[src/rtl/spi_tx_if.sv]
// -----------------------------------------------------------------------------
// spi_tx_if -- bundle of the load handshake and outbound serial lines of spi_tx.
//
// Signals:
//   data_in       word to send, sampled only on an accepted trigger
//   trigger_in    one-cycle start request from game logic
//   data_out      serial data line (MOSI), MSB first
//   data_clk_out  serial clock, idles low, receiver samples on rising edge
//   sel_out       active-low frame select
//   busy_out      transmitter is occupied and ignores triggers
//   done_out      one-cycle pulse at the end of the last bit
//
// Modports:
//   master  game-logic side: drives data_in/trigger_in, observes the rest
//   slave   transmitter side (spi_tx)
// -----------------------------------------------------------------------------
interface spi_tx_if #(
    parameter int DATA_WIDTH = 16
) ();
    logic [DATA_WIDTH-1:0] data_in;
    logic                  trigger_in;
    logic                  data_out;
    logic                  data_clk_out;
    logic                  sel_out;
    logic                  busy_out;
    logic                  done_out;

    modport master (
        output data_in, trigger_in,
        input  data_out, data_clk_out, sel_out, busy_out, done_out
    );

    modport slave (
        input  data_in, trigger_in,
        output data_out, data_clk_out, sel_out, busy_out, done_out
    );
endinterface

[src/rtl/spi_tx.sv]
// -----------------------------------------------------------------------------
// spi_tx -- SPI-style serial transmitter carrying one local word to the
// opponent board. Peer of spi_rx: data_clk idles low, data changes on the
// falling edge, receiver samples on the rising edge, MSB first, one word per
// active-low select frame, followed by a HALF-cycle gap with select high.
//
// Parameters:
//   DATA_WIDTH       bits per word (must match the receiving spi_rx)
//   DATA_CLK_PERIOD  data_clk_out period in clk_in cycles, even and >= 2
//
// Ports:
//   clk_in  system clock
//   rst_in  synchronous active-high reset
//   bus     spi_tx_if.slave: data_in, trigger_in in;
//           data_out, data_clk_out, sel_out, busy_out, done_out out
//
// All outputs come straight from flops.
// -----------------------------------------------------------------------------
module spi_tx #(
    parameter int DATA_WIDTH      = 16,
    parameter int DATA_CLK_PERIOD = 8
) (
    input  logic     clk_in,
    input  logic     rst_in,
    spi_tx_if.slave  bus
);
    localparam int HALF = DATA_CLK_PERIOD / 2;
    localparam int HC_W = (HALF > 1) ? $clog2(HALF) : 1;
    localparam int BC_W = (DATA_WIDTH > 1) ? $clog2(DATA_WIDTH) : 1;

    if ((DATA_CLK_PERIOD < 2) || (DATA_CLK_PERIOD % 2 != 0)) begin : g_bad_period
        $error("spi_tx: DATA_CLK_PERIOD must be even and >= 2");
    end

    // LOAD is the single cycle between accepting a trigger and opening the
    // frame, so sel/data/busy change one edge after the trigger is sampled.
    typedef enum logic [1:0] {
        IDLE,
        LOAD,
        TRANSMIT,
        GAP
    } state_t;

    state_t                state,      state_next;
    logic [DATA_WIDTH-1:0] shift,      shift_next;
    logic [BC_W-1:0]       bit_count,  bit_count_next;
    logic [HC_W-1:0]       half_count, half_count_next;
    logic                  data_q,     data_next;
    logic                  dclk_q,     dclk_next;
    logic                  sel_q,      sel_next;
    logic                  busy_q,     busy_next;
    logic                  done_q,     done_next;

    logic half_wrap;
    assign half_wrap = (half_count == HC_W'(HALF - 1));

    // NOTE: sequential state uses non-blocking assignments so every flop
    // samples the pre-edge value of every other flop, independent of order.
    // The shift register is reset too; it is small and keeps the state fully
    // defined after reset.
    always_ff @(posedge clk_in) begin
        if (rst_in) begin
            state      <= IDLE;
            shift      <= '0;
            bit_count  <= '0;
            half_count <= '0;
            data_q     <= 1'b0;
            dclk_q     <= 1'b0;
            sel_q      <= 1'b1;
            busy_q     <= 1'b0;
            done_q     <= 1'b0;
        end else begin
            state      <= state_next;
            shift      <= shift_next;
            bit_count  <= bit_count_next;
            half_count <= half_count_next;
            data_q     <= data_next;
            dclk_q     <= dclk_next;
            sel_q      <= sel_next;
            busy_q     <= busy_next;
            done_q     <= done_next;
        end
    end

    always_comb begin
        // NOTE: every variable gets a default before the case statement, so
        // no path leaves one unassigned and no latch is inferred.
        state_next      = state;
        shift_next      = shift;
        bit_count_next  = bit_count;
        half_count_next = half_count;
        data_next       = data_q;
        dclk_next       = dclk_q;
        sel_next        = sel_q;
        busy_next       = busy_q;
        done_next       = 1'b0;

        case (state)
            IDLE: begin
                if (bus.trigger_in) begin
                    shift_next      = bus.data_in;
                    bit_count_next  = '0;
                    half_count_next = '0;
                    state_next      = LOAD;
                end
            end

            LOAD: begin
                sel_next   = 1'b0;
                data_next  = shift[DATA_WIDTH-1];
                busy_next  = 1'b1;
                state_next = TRANSMIT;
            end

            TRANSMIT: begin
                if (half_wrap) begin
                    half_count_next = '0;
                    if (!dclk_q) begin
                        dclk_next = 1'b1;
                    end else begin
                        dclk_next = 1'b0;
                        if (bit_count == BC_W'(DATA_WIDTH - 1)) begin
                            // Last falling edge closes the frame in the same cycle.
                            sel_next   = 1'b1;
                            data_next  = 1'b0;
                            done_next  = 1'b1;
                            state_next = GAP;
                        end else begin
                            shift_next     = shift << 1;
                            data_next      = shift_next[DATA_WIDTH-1];
                            bit_count_next = bit_count + BC_W'(1);
                        end
                    end
                end else begin
                    half_count_next = half_count + HC_W'(1);
                end
            end

            GAP: begin
                if (half_wrap) begin
                    half_count_next = '0;
                    busy_next       = 1'b0;
                    state_next      = IDLE;
                end else begin
                    half_count_next = half_count + HC_W'(1);
                end
            end

            default: state_next = IDLE;
        endcase
    end

    assign bus.data_out     = data_q;
    assign bus.data_clk_out = dclk_q;
    assign bus.sel_out      = sel_q;
    assign bus.busy_out     = busy_q;
    assign bus.done_out     = done_q;
endmodule

[src/flat_wrapper.sv]
// flat-port wrapper written by rule: the top's interface ports become plain ports
module spi_tx_flat 
#(
    parameter int DATA_WIDTH      = 16,
    parameter int DATA_CLK_PERIOD = 8
)
  (clk_in, rst_in, bus_data_in, bus_trigger_in, bus_data_out, bus_data_clk_out, bus_sel_out, bus_busy_out, bus_done_out);
  spi_tx_if #(.DATA_WIDTH(DATA_WIDTH)) bus_i ();
  input  logic clk_in;
  input  logic rst_in;
  input wire logic [$bits(bus_i.data_in)-1:0] bus_data_in;
  input wire logic [$bits(bus_i.trigger_in)-1:0] bus_trigger_in;
  output wire logic [$bits(bus_i.data_out)-1:0] bus_data_out;
  output wire logic [$bits(bus_i.data_clk_out)-1:0] bus_data_clk_out;
  output wire logic [$bits(bus_i.sel_out)-1:0] bus_sel_out;
  output wire logic [$bits(bus_i.busy_out)-1:0] bus_busy_out;
  output wire logic [$bits(bus_i.done_out)-1:0] bus_done_out;
  assign bus_i.data_in = bus_data_in;
  assign bus_i.trigger_in = bus_trigger_in;
  assign bus_data_out = bus_i.data_out;
  assign bus_data_clk_out = bus_i.data_clk_out;
  assign bus_sel_out = bus_i.sel_out;
  assign bus_busy_out = bus_i.busy_out;
  assign bus_done_out = bus_i.done_out;
  spi_tx #(.DATA_WIDTH(DATA_WIDTH), .DATA_CLK_PERIOD(DATA_CLK_PERIOD)) u_core (.clk_in(clk_in), .rst_in(rst_in), .bus(bus_i));
endmodule
[config.mk]
export PLATFORM = sky130hd
export DESIGN_NAME = spi_tx_flat
export DESIGN_NICKNAME = d
export VERILOG_FILES = /design/src/rtl/spi_tx_if.sv /design/src/rtl/spi_tx.sv /design/src/flat_wrapper.sv
export SDC_FILE = /design/constraint.sdc
export NUM_CORES = 1
export LEC_CHECK = 0
export CORE_MARGIN = 2
export CORE_UTILIZATION = 35
export DETAILED_ROUTE_END_ITERATION = 7
export PLACE_DENSITY = 0.58
export SYNTH_ARGS = -nofsm -noshare
export SYNTH_HDL_FRONTEND = slang
export SYNTH_SLANG_ARGS = --single-unit
[constraint.sdc]
create_clock -name clk_in -period 2.35 [get_ports clk_in]
set_input_delay 0.235 -clock clk_in [delete_from_list [all_inputs] [get_ports clk_in]]
set_output_delay 0.235 -clock clk_in [all_outputs]
set_load 0.01 [all_outputs]
==> results.md, run 1 <==
- Clock latency on the worst-skew pair: 280 ps
- Vias in the first global route: 1292
- Unrepaired setup endpoints after global routing: no
- Synthesized instance count: 157
- GRT met3 Usage: under 10%
- Post-CTS Resized: 0
- Die Y: 71.5 um
- Final-report setup violation count: 0
- Met2 Track Usage GR: a little under a quarter
- Busiest grt layer: met2
- Reg2reg path depth: 6
- PwrDens: 1280 nW/um^2
- Routability-driven placement congestion ratio: 0.817
- Post-Layout Cell Count: 234
- Starting Density: 36.4%
- Drt drc: 0
- Minimum clock period after layout: around 2000 ps
- Worst hold path class: reg -> reg
- Hold Vio Cnt, Final: 0
- Via density: 5.49
- Flop pwr share: 29.4%
- Lkg Pwr: about 0.00067 uW
- Layout Skew: 6.98 ps
- Drt first pass iters: 4
- Num CTS Buffers: 5
- Fill cell count: roughly 420
- Postcts setup bufs: 0
- Die X: 71.5 um
- Wirelength per Cell: 14.5 um
- Antenna diodes: 0
- Switching Share: 42.0%
- Hold_buf cts: 0
- H-tree Lvls: 2
- Clock Power Share: between 15 and 20%
- Hold wc startpoint: u_core.shift[0]$_SDFFE_PP0P_
- Relative slew slack: 66.3%
- Unique masters post-synth: 40
- Iter 0 DRT Violations: 54
- Die area: 5120 sq um
- Setup crit start kind: flop
- Hold endpoint: u_core.shift[0]$_SDFFE_PP0P_
- FF-to-FF Start: u_core.state[0]$_SDFFE_PP0P_
- M1 GR Usage: 17.1%
- Aggregate global-route resource usage: between 10 and 15%
- Overflow after GRT: 0
- Layout overhead on the synthesized area: 20.8%
- Synth area leaders: dfxtp_1, a211oi_2, mux2i_1
- Slew Limit Fails: 0
- Num ports: 24
- Worst-margin pin slew: slightly above 500 ps
- Comb pwr share: 54.7%
- Nets@finish: 207
- VDD IR max: 0.000862 V
- Global-route wire length before repair: roughly 6 mm
- Root cell of the clock tree: clkbuf_8
- Pin count of the biggest net entering global routing: 22
- Ys Warns: 0
- Max cap viols: 0
- Fmax: 0.509 GHz
- Primary FF master, synth: dfxtp_1
- Crit-path max FO: 21
- Synth top area share: between 30% and 40%
- Syn_nets: approximately 180
- Clock tree buffer depth: 2
- Post-synthesis sequential area ratio: 36.4%
- Number of I/O port buffers: 23
- Asr flop ratio synth: 0%
- Placed instance count: ~230
- Core area: about 4400 sq um
- Status: finished clean
- R2R setup slack: 380 ps
- Switching Power: between 1000 and 1500 uW
- Clock slew at reported path FFs: 60 ps
- EDFF count, synth: 0
- Hold Path Stages: 2
- Leading area contributor after synthesis: dfxtp_1
- Routed vias: 1285
- Critical path capture point type: flop
- CTS tree: yes
- Final Util: between 40% and 50%
- Worst Path Required: 2540 ps
- Final WL: 3.39 mm
- Post-DP HPWL: about 2.4 mm
- RR Endpoint: u_core.shift[15]$_SDFFE_PP0P_
- Syn Std Cell Area: 1600 sq um
- Syn_area_per_cell: 10.2 sq um
- Pint: roughly 1400 uW
- Final hold slack: 491 ps
- Design area: between 1500 and 2000 sq um
- CP Class: reg -> reg
- Share of layout cells above drive strength 1: 20.9%
- Antenna violations before repair: 0
- Number of core rows: 24
- Post-synthesis register bit count: 29
- Setup_tns: 0 ps
- ANT nets after route: 0
- Final period utilization: 83.7%
- Worst Path Arrival: 2160 ps
- Cell Area, Placed: 1850 sq um
- CTS sink cnt: 29
-- power groups by stage --
| stage | logic (uW) | registers, uW | clock network [uW] |
|---|---|---|---|
| finish | 1350 | 727 | 391 |
| detailed placement | 1350 | 739 | 0 |
| global placement | 1330 | 731 | 0 |
| CTS | 1360 | 729 | 404 |
| global route | 1480 | 743 | 432 |
| floorplan | 1220 | 725 | 0 |
-- state kept, by name (all words and copies together), names as in the netlist --
signal / flops
u_core.state: 2
u_core.bus.busy_out: 1
u_core.bus.sel_out: 1
u_core.shift: 16
u_core.bus.done_out: 1
u_core.half_count: 2
u_core.bus.data_out: 1
u_core.bit_count: 4
u_core.bus.data_clk_out: 1
-- cell type report --
| class | instances | area (sq um) | share of cell area (%) |
|---|---|---|---|
| inverters | 3 | 11.3 | 0.584 |
| flip-flops and latches | 29 | 581 | 30.1 |
| well taps | 52 | 65.1 | 3.37 |
| clock inverters | 2 | 10.0 | 0.519 |
| clock buffers | 6 | 72.6 | 3.76 |
| repair buffers | 27 | 260 | 13.5 |
| multi-input cells | 115 | 930 | 48.2 |
-- Yosys cell counts, drive strengths merged (4+ instances only) --
cell	instances
nand2	5
a211oi	14
nor2	12
buf	7
nand2b	4
o21ai	4
mux2i	17
ha	7
dfxtp	29
a21oi	21
-- routing by layer --
layer | up-vias | part of all wire (%)
li1 | 634 | -
met1 | 613 | 46
met2 | 31 | 47
met3 | 7 | 5.6
met4 | 0 | 2.0
met5 | - | 0
-- cell usage in the layout, fill, tap and decap left out, drive strengths merged, types with 5 or more instances in the layout --
cell type | netlist | layout
ha | 7 | 7
nand2 | 5 | 5
a21oi | 21 | 21
nor2 | 12 | 12
clkbuf | 3 | 6
dfxtp | 29 | 29
clkdlybuf4s50 | 0 | 23
a211oi | 14 | 14
mux2i | 17 | 17
-- metrics by stage --
stage | setup slack (ps) | power, uW
final | 384 | 2470
after global routing | 258 | 2660
after CTS | 374 | 2500
after detailed placement | 392 | 2090
after global placement | 481 | 2060
after floorplan | 701 | 1940
-- critical path: stages (launching register included) --
cell	delay, ps
dfxtp_1	380
inv_1	100
ha_1	310
nand2b_2	160
o2111a_2	530
a21oi_1	140
a311oi_1	270
-- how the worst max path moves through the flow --
stage | from | end | slack [ps]
global route | u_core.state[0]$_SDFFE_PP0P_ | u_core.shift[15]$_SDFFE_PP0P_ | 260
global placement | bus_trigger_in | u_core.shift[15]$_SDFFE_PP0P_ | 480
CTS | u_core.state[0]$_SDFFE_PP0P_ | u_core.shift[15]$_SDFFE_PP0P_ | 370
finish | u_core.state[0]$_SDFFE_PP0P_ | u_core.shift[15]$_SDFFE_PP0P_ | 380
floorplan | u_core.state[0]$_SDFFE_PP0P_ | u_core.state[1]$_SDFFE_PP0P_ | 700
detailed placement | u_core.state[0]$_SDFFE_PP0P_ | u_core.shift[15]$_SDFFE_PP0P_ | 390
-- logic make-up after synthesis --
group	share of synthesized area [%]
AO/OA/AOI/OAI	27.2
XOR/XNOR	0.549
adder cells (fa/ha/maj)	5.49
buffers and inverters	5.41
flip-flops	36.4
multiplexers	10.7
AND/OR/NAND/NOR	14.3
Power figures use the tool's default switching activity.
==> run 2, diff against run 1 <==
- PLACE_DENSITY: 0.58 -> 0.6
- clock period: 2.35 -> 1.7 ns (I/O delays scaled with it)
==> results.md, run 2 (synthesis gave the netlist of run 1 again) <==
- Vias in the first global route: 1421
- Hold wc startpoint: bus_data_in[15]
- Final hold slack: 495 ps
- Root cell of the clock tree: clkbuf_8
- Worst-margin pin slew: about 380 ps
- CP Class: reg -> reg
- Die X: 71.5 um
- Aggregate global-route resource usage: between 15 and 20%
- Die area: 5120 sq um
- Layout overhead on the synthesized area: 37.6%
- PnR worst setup slack: between 15 and 20 ps
- Clock tree buffer depth: 2
- Worst Path Required: 1890 ps
- Final-report setup violation count: 0
- Hold Vio Cnt, Final: 0
- Worst hold path class: in -> reg
- Reg2reg path depth: 7
- Hold_buf cts: 0
- Unrepaired setup endpoints after global routing: yes
- Final Power: 4100 uW
- Clock slew at reported path FFs: 60 ps
- Global-route wire length before repair: 6.44 mm
- CTS tree: yes
- Routed vias: about 1400
- Setup_tns: 0 ps
- Nets@finish: 229
- Iter 0 DRT Violations: 70
- H-tree Lvls: 2
- Layout Skew: 3.01 ps
- Multi-input gate area: about 1000 sq um
- Share of layout cells above drive strength 1: 33.3%
- Lkg Pwr: 0.000792 uW
- Die Y: 71.5 um
- Met2 wire length: 2.07 mm
- Fill cell count: 405
- CTS sink cnt: 29
- Overflow after GRT: 0
- Drt drc: 0
- Register with the most flip-flops: u_core.shift
- Clock latency on the worst-skew pair: 290 ps
- Relative slew slack: 74.5%
- Antenna diodes: 0
- Reg area: approximately 590 sq um
- Commonest cells after routing, fill and taps aside: dfxtp_1, clkdlybuf4s50_1, buf_4
- Pin count of the biggest net entering global routing: 18
- Hold Path Stages: 3
- Starting Density: 36.4%
- FF-to-FF Start: u_core.state[0]$_SDFFE_PP0P_
- Met3 routed WL: about 200 um
- Via density: 5.65
- R2R setup slack: about 19 ps
- Num ports: 24
- Wirelength per Cell: 16.2 um
- RR Endpoint: u_core.state[0]$_SDFFE_PP0P_
- Crit-path max FO: 4
- Num CTS Buffers: 5
- ANT nets after route: 0
- Core area: 4380 sq um
- PwrDens: 1860 nW/um^2
- Commonest non-fill, non-tap cell in the layout: dfxtp_1
- Fmax: between 0.5 and 0.6 GHz
- Minimum clock period after layout: 1680 ps
- Status: finished clean
- Max cap viols: 0
- Final period utilization: between 90% and 100%
- VDD IR max: 0.00137 V
- Number of I/O port buffers: 23
- Slew Limit Fails: 0
- Antenna violations before repair: 0
- DP Worst Slack: -151 ps
- Number of core rows: 24
- Top sig layer: met4
- Drt first pass iters: 4
- Routability-driven placement congestion ratio: roughly 0.84
- Critical path capture point type: flop
- Final WL: 4.15 mm
- Setup crit start kind: flop
- Post-DP HPWL: roughly 2.6 mm
- Hold endpoint: u_core.shift[15]$_SDFFE_PP0P_
- Max FFs per register: 16
- Top Registers: u_core.shift (16), u_core.bit_count (4)
- Worst Path Arrival: 1870 ps
- Met1 Wirelength: between 1.5 and 2 mm
run 2: stage by stage:
step / area (sq um) / util [%] / instances
2_1_floorplan: 1600 / - / 157
3_3_place_gp: 1970 / 45.0 / 241
3_5_place_dp: 1970 / 45.0 / 241
4_1_cts: 2120 / 48.3 / 253
5_1_grt: 2200 / 50.1 / 256
6_report: 2200 / 50.1 / 256
run 2: area by class of cell:
cell class	count	area share, %
Tap cell	52	2.96
Multi-Input combinational cell	118	46.2
Inverter	3	0.626
Sequential cell	29	26.7
Timing Repair Buffer	46	19.8
Clock buffer	6	3.30
Clock inverter	2	0.456
run 2: worst max-delay path, stage by stage, from the launching register on:
cell	delay (ps)
dfxtp_4	360
inv_4	50
ha_4	170
buf_6	110
and2b_2	210
a2111oi_4	370
nor2_1	110
nor3_2	210
run 2: worst max-delay path by stage:
stage | startpoint | to | slack [ps]
2_1_floorplan | u_core.state[0]$_SDFFE_PP0P_ | u_core.state[1]$_SDFFE_PP0P_ | 50
3_3_place_gp | bus_trigger_in | u_core.shift[15]$_SDFFE_PP0P_ | -50
3_5_place_dp | u_core.state[1]$_SDFFE_PP0P_ | u_core.shift[15]$_SDFFE_PP0P_ | -150
4_1_cts | u_core.state[0]$_SDFFE_PP0P_ | u_core.bit_count[2]$_SDFFE_PP0P_ | 5
5_1_grt | u_core.state[0]$_SDFFE_PP0P_ | u_core.state[0]$_SDFFE_PP0P_ | -70
6_report | u_core.state[0]$_SDFFE_PP0P_ | u_core.state[0]$_SDFFE_PP0P_ | 20
run 2: routing by layer:
| layer | up-vias | track usage (%) |
|---|---|---|
| met1 | 705 | 18.4 |
| met3 | 8 | 5.34 |
| met2 | 40 | 28.5 |
| met5 | - | 0 |
| met4 | 0 | 6.29 |
| li1 | 693 | - |
run 2: power by group:
group	internal [uW]	switching [uW]
clock network	283	276
logic	1200	1320
registers	894	126
total	2380	1720
run 2: repair_timing:
| item | CTS | global route |
|---|---|---|
| cloned | 2 | 1 |
| endpoints found under the setup margin | 20 | 23 |
| gates resized for setup | 3 | 15 |
| pin swaps | 2 | 4 |
| setup buffers | 2 | 2 |
==> run 3, diff against run 2 <==
- PLACE_DENSITY: 0.6 -> unset
- PLACE_DENSITY_LB_ADDON: unset -> 0.12
==> results.md, run 3 (synthesis gave the netlist of run 1 again) <==
- Status: finished clean
- Crit-path max FO: 5
- Core area: ~4400 sq um
- Global-route wire length before repair: 6.60 mm
- Fill cell count: around 400
- Share of layout cells above drive strength 1: 35.4%
- Slew Limit Fails: 0
- Worst setup path endpoint: u_core.state[1]$_SDFFE_PP0P_
- Post-DP HPWL: 2.48 mm
- Clock slew at reported path FFs: 70 ps
- Design area: 2310 sq um
- Die area: 5120 sq um
- Number of I/O port buffers: 23
- Final Util: 52.8%
- Cell family with most CP delay: compound AO/OA/AOI/OAI gates
- Unrepaired setup endpoints after global routing: yes
- Vias in the first global route: 1383
- CP max-delay cell: a2111oi_4
- Overflow after GRT: 0
- Hold Vio Cnt, Final: 0
- Worst-margin pin slew: 391 ps
- Clock tree buffer depth: 2
- Reg area: 583 sq um
- CP Class: reg -> reg
- Met2 Track Usage GR: 26.6%
- Final period utilization: 97.0%
- R2R setup slack: 50 ps
- Multi-input gate area: 1010 sq um
- RR Endpoint: u_core.state[1]$_SDFFE_PP0P_
- Hold Path Stages: 2
- PwrDens: 1930 nW/um^2
- Minimum clock period after layout: approximately 1600 ps
- Setup crit start kind: flop
- Via density: 5.36
- Die Y: 71.5 um
- Aggregate global-route resource usage: between 10% and 20%
- Layout Skew: roughly 6.5 ps
- Clock latency on the worst-skew pair: around 280 ps
- Worst Path Arrival: between 1500 and 2000 ps
- CP bufs+invs: 2
- Max FFs per register: 16
- Wirelength per Cell: around 16 um
- Drt drc: 0
- Top Registers: u_core.shift (16), u_core.bit_count (4)
- Hold_buf cts: 0
- Relative slew slack: 73.7%
- Final WL: 4.10 mm
- VDD IR max: 0.000878 V
- GRT met3 Usage: 4.50%
- Cell Area, Placed: 2040 sq um
- Die X: 71.5 um
- Fmax: 0.606 GHz
- Crit path from: u_core.state[0]$_SDFFE_PP0P_
- ANT nets after route: 0
- Number of core rows: 24
- Num ports: 24
- Worst Path Required: 1870 ps
- Pin count of the biggest net entering global routing: 31
- Reg2reg path depth: 7
- Critical path capture point type: flop
- Iter 0 DRT Violations: 68
- Num CTS Buffers: 5
- Max cap viols: 0
- CTS sink cnt: 29
- Routability-driven placement congestion ratio: 0.826
- Antenna violations before repair: 0
- M1 GR Usage: 21.3%
- Lkg Pwr: roughly 0.00086 uW
- Commonest non-fill, non-tap cell in the layout: dfxtp_1
- CTS tree: yes
- Busiest grt layer: met2
- Root cell of the clock tree: clkbuf_8
- Drt first pass iters: 4
- CP Depth: 7
- Antenna diodes: 0
- CP cell instances: inv_2 -> ha_4 -> buf_6 -> and2b_2 -> a2111oi_4 -> mux2i_1 -> nor2_1
- Routed vias: 1414
- Starting Density: between 30% and 40%
- H-tree Lvls: 2
- Commonest cells after routing, fill and taps aside: dfxtp_1, buf_4, clkdlybuf4s50_1
- Final-report setup violation count: 0
- Worst hold path class: reg -> reg
- Setup_tns: 0 ps
- Worst path max stage delay: 370 ps
- Layout overhead on the synthesized area: 44.9%
- Nets@finish: 237
- FF-to-FF Start: u_core.state[0]$_SDFFE_PP0P_
- Register with the most flip-flops: u_core.shift
==> run 3: worst min-delay path, stage by stage, from the launching register on <==
cell and delay (ps):
dfxtp_1 310, o21ai_0 70, a21oi_1 60
==> run 3: area by class of cell <==
cell class | count | share of cell area [%]
flip-flops and latches | 29 | 25.2
clock inverters | 1 | 1.30
repair buffers | 54 | 22.8
well taps | 52 | 2.81
inverters | 3 | 0.487
multi-input cells | 118 | 43.6
clock buffers | 7 | 3.73
==> run 3: metal layers <==
layer  routed length, um  up-vias
li1                    -      707
met1                1900      678
met2                2010       27
met3                 169        2
met4                  25        0
met5                   0        -
==> run 3: how the worst min path moves through the flow <==
stage,start,endpoint
5_1_grt,bus_data_in[0],u_core.shift[0]$_SDFFE_PP0P_
3_5_place_dp,u_core.shift[0]$_SDFFE_PP0P_,u_core.shift[0]$_SDFFE_PP0P_
6_report,u_core.shift[0]$_SDFFE_PP0P_,u_core.shift[0]$_SDFFE_PP0P_
2_1_floorplan,bus_data_in[0],u_core.shift[0]$_SDFFE_PP0P_
3_3_place_gp,u_core.bus.busy_out$_SDFFE_PP0P_,u_core.bus.busy_out$_SDFFE_PP0P_
4_1_cts,bus_data_in[0],u_core.shift[0]$_SDFFE_PP0P_
==> run 3: through the flow <==
| step | hold slack (ps) | std cells | setup slack, ps | total power [uW] |
|---|---|---|---|---|
| floorplan | 338 | 157 | 50.8 | 2680 |
| global placement | 466 | 248 | -73.4 | 3090 |
| detailed placement | 482 | 248 | -143 | 3160 |
| CTS | 484 | 261 | 27.3 | 4280 |
| global route | 498 | 264 | -22.8 | 4720 |
| finish | 487 | 264 | 50.4 | 4460 |
==> run 3: power breakdown <==
| group | switching (uW) | internal [uW] | total [uW] |
|---|---|---|---|
| sequential | 119 | 890 | 1010 |
| combinational | 1350 | 1360 | 2720 |
| clock | 258 | 477 | 735 |
==> run 3: what timing repair did <==
| item | CTS | global route |
|---|---|---|
| cloned | 3 | 0 |
| buffers inserted | 2 | 3 |
| setup endpoints to repair | 20 | 22 |
| resized for setup | 3 | 15 |
| pin swaps | 3 | 3 |
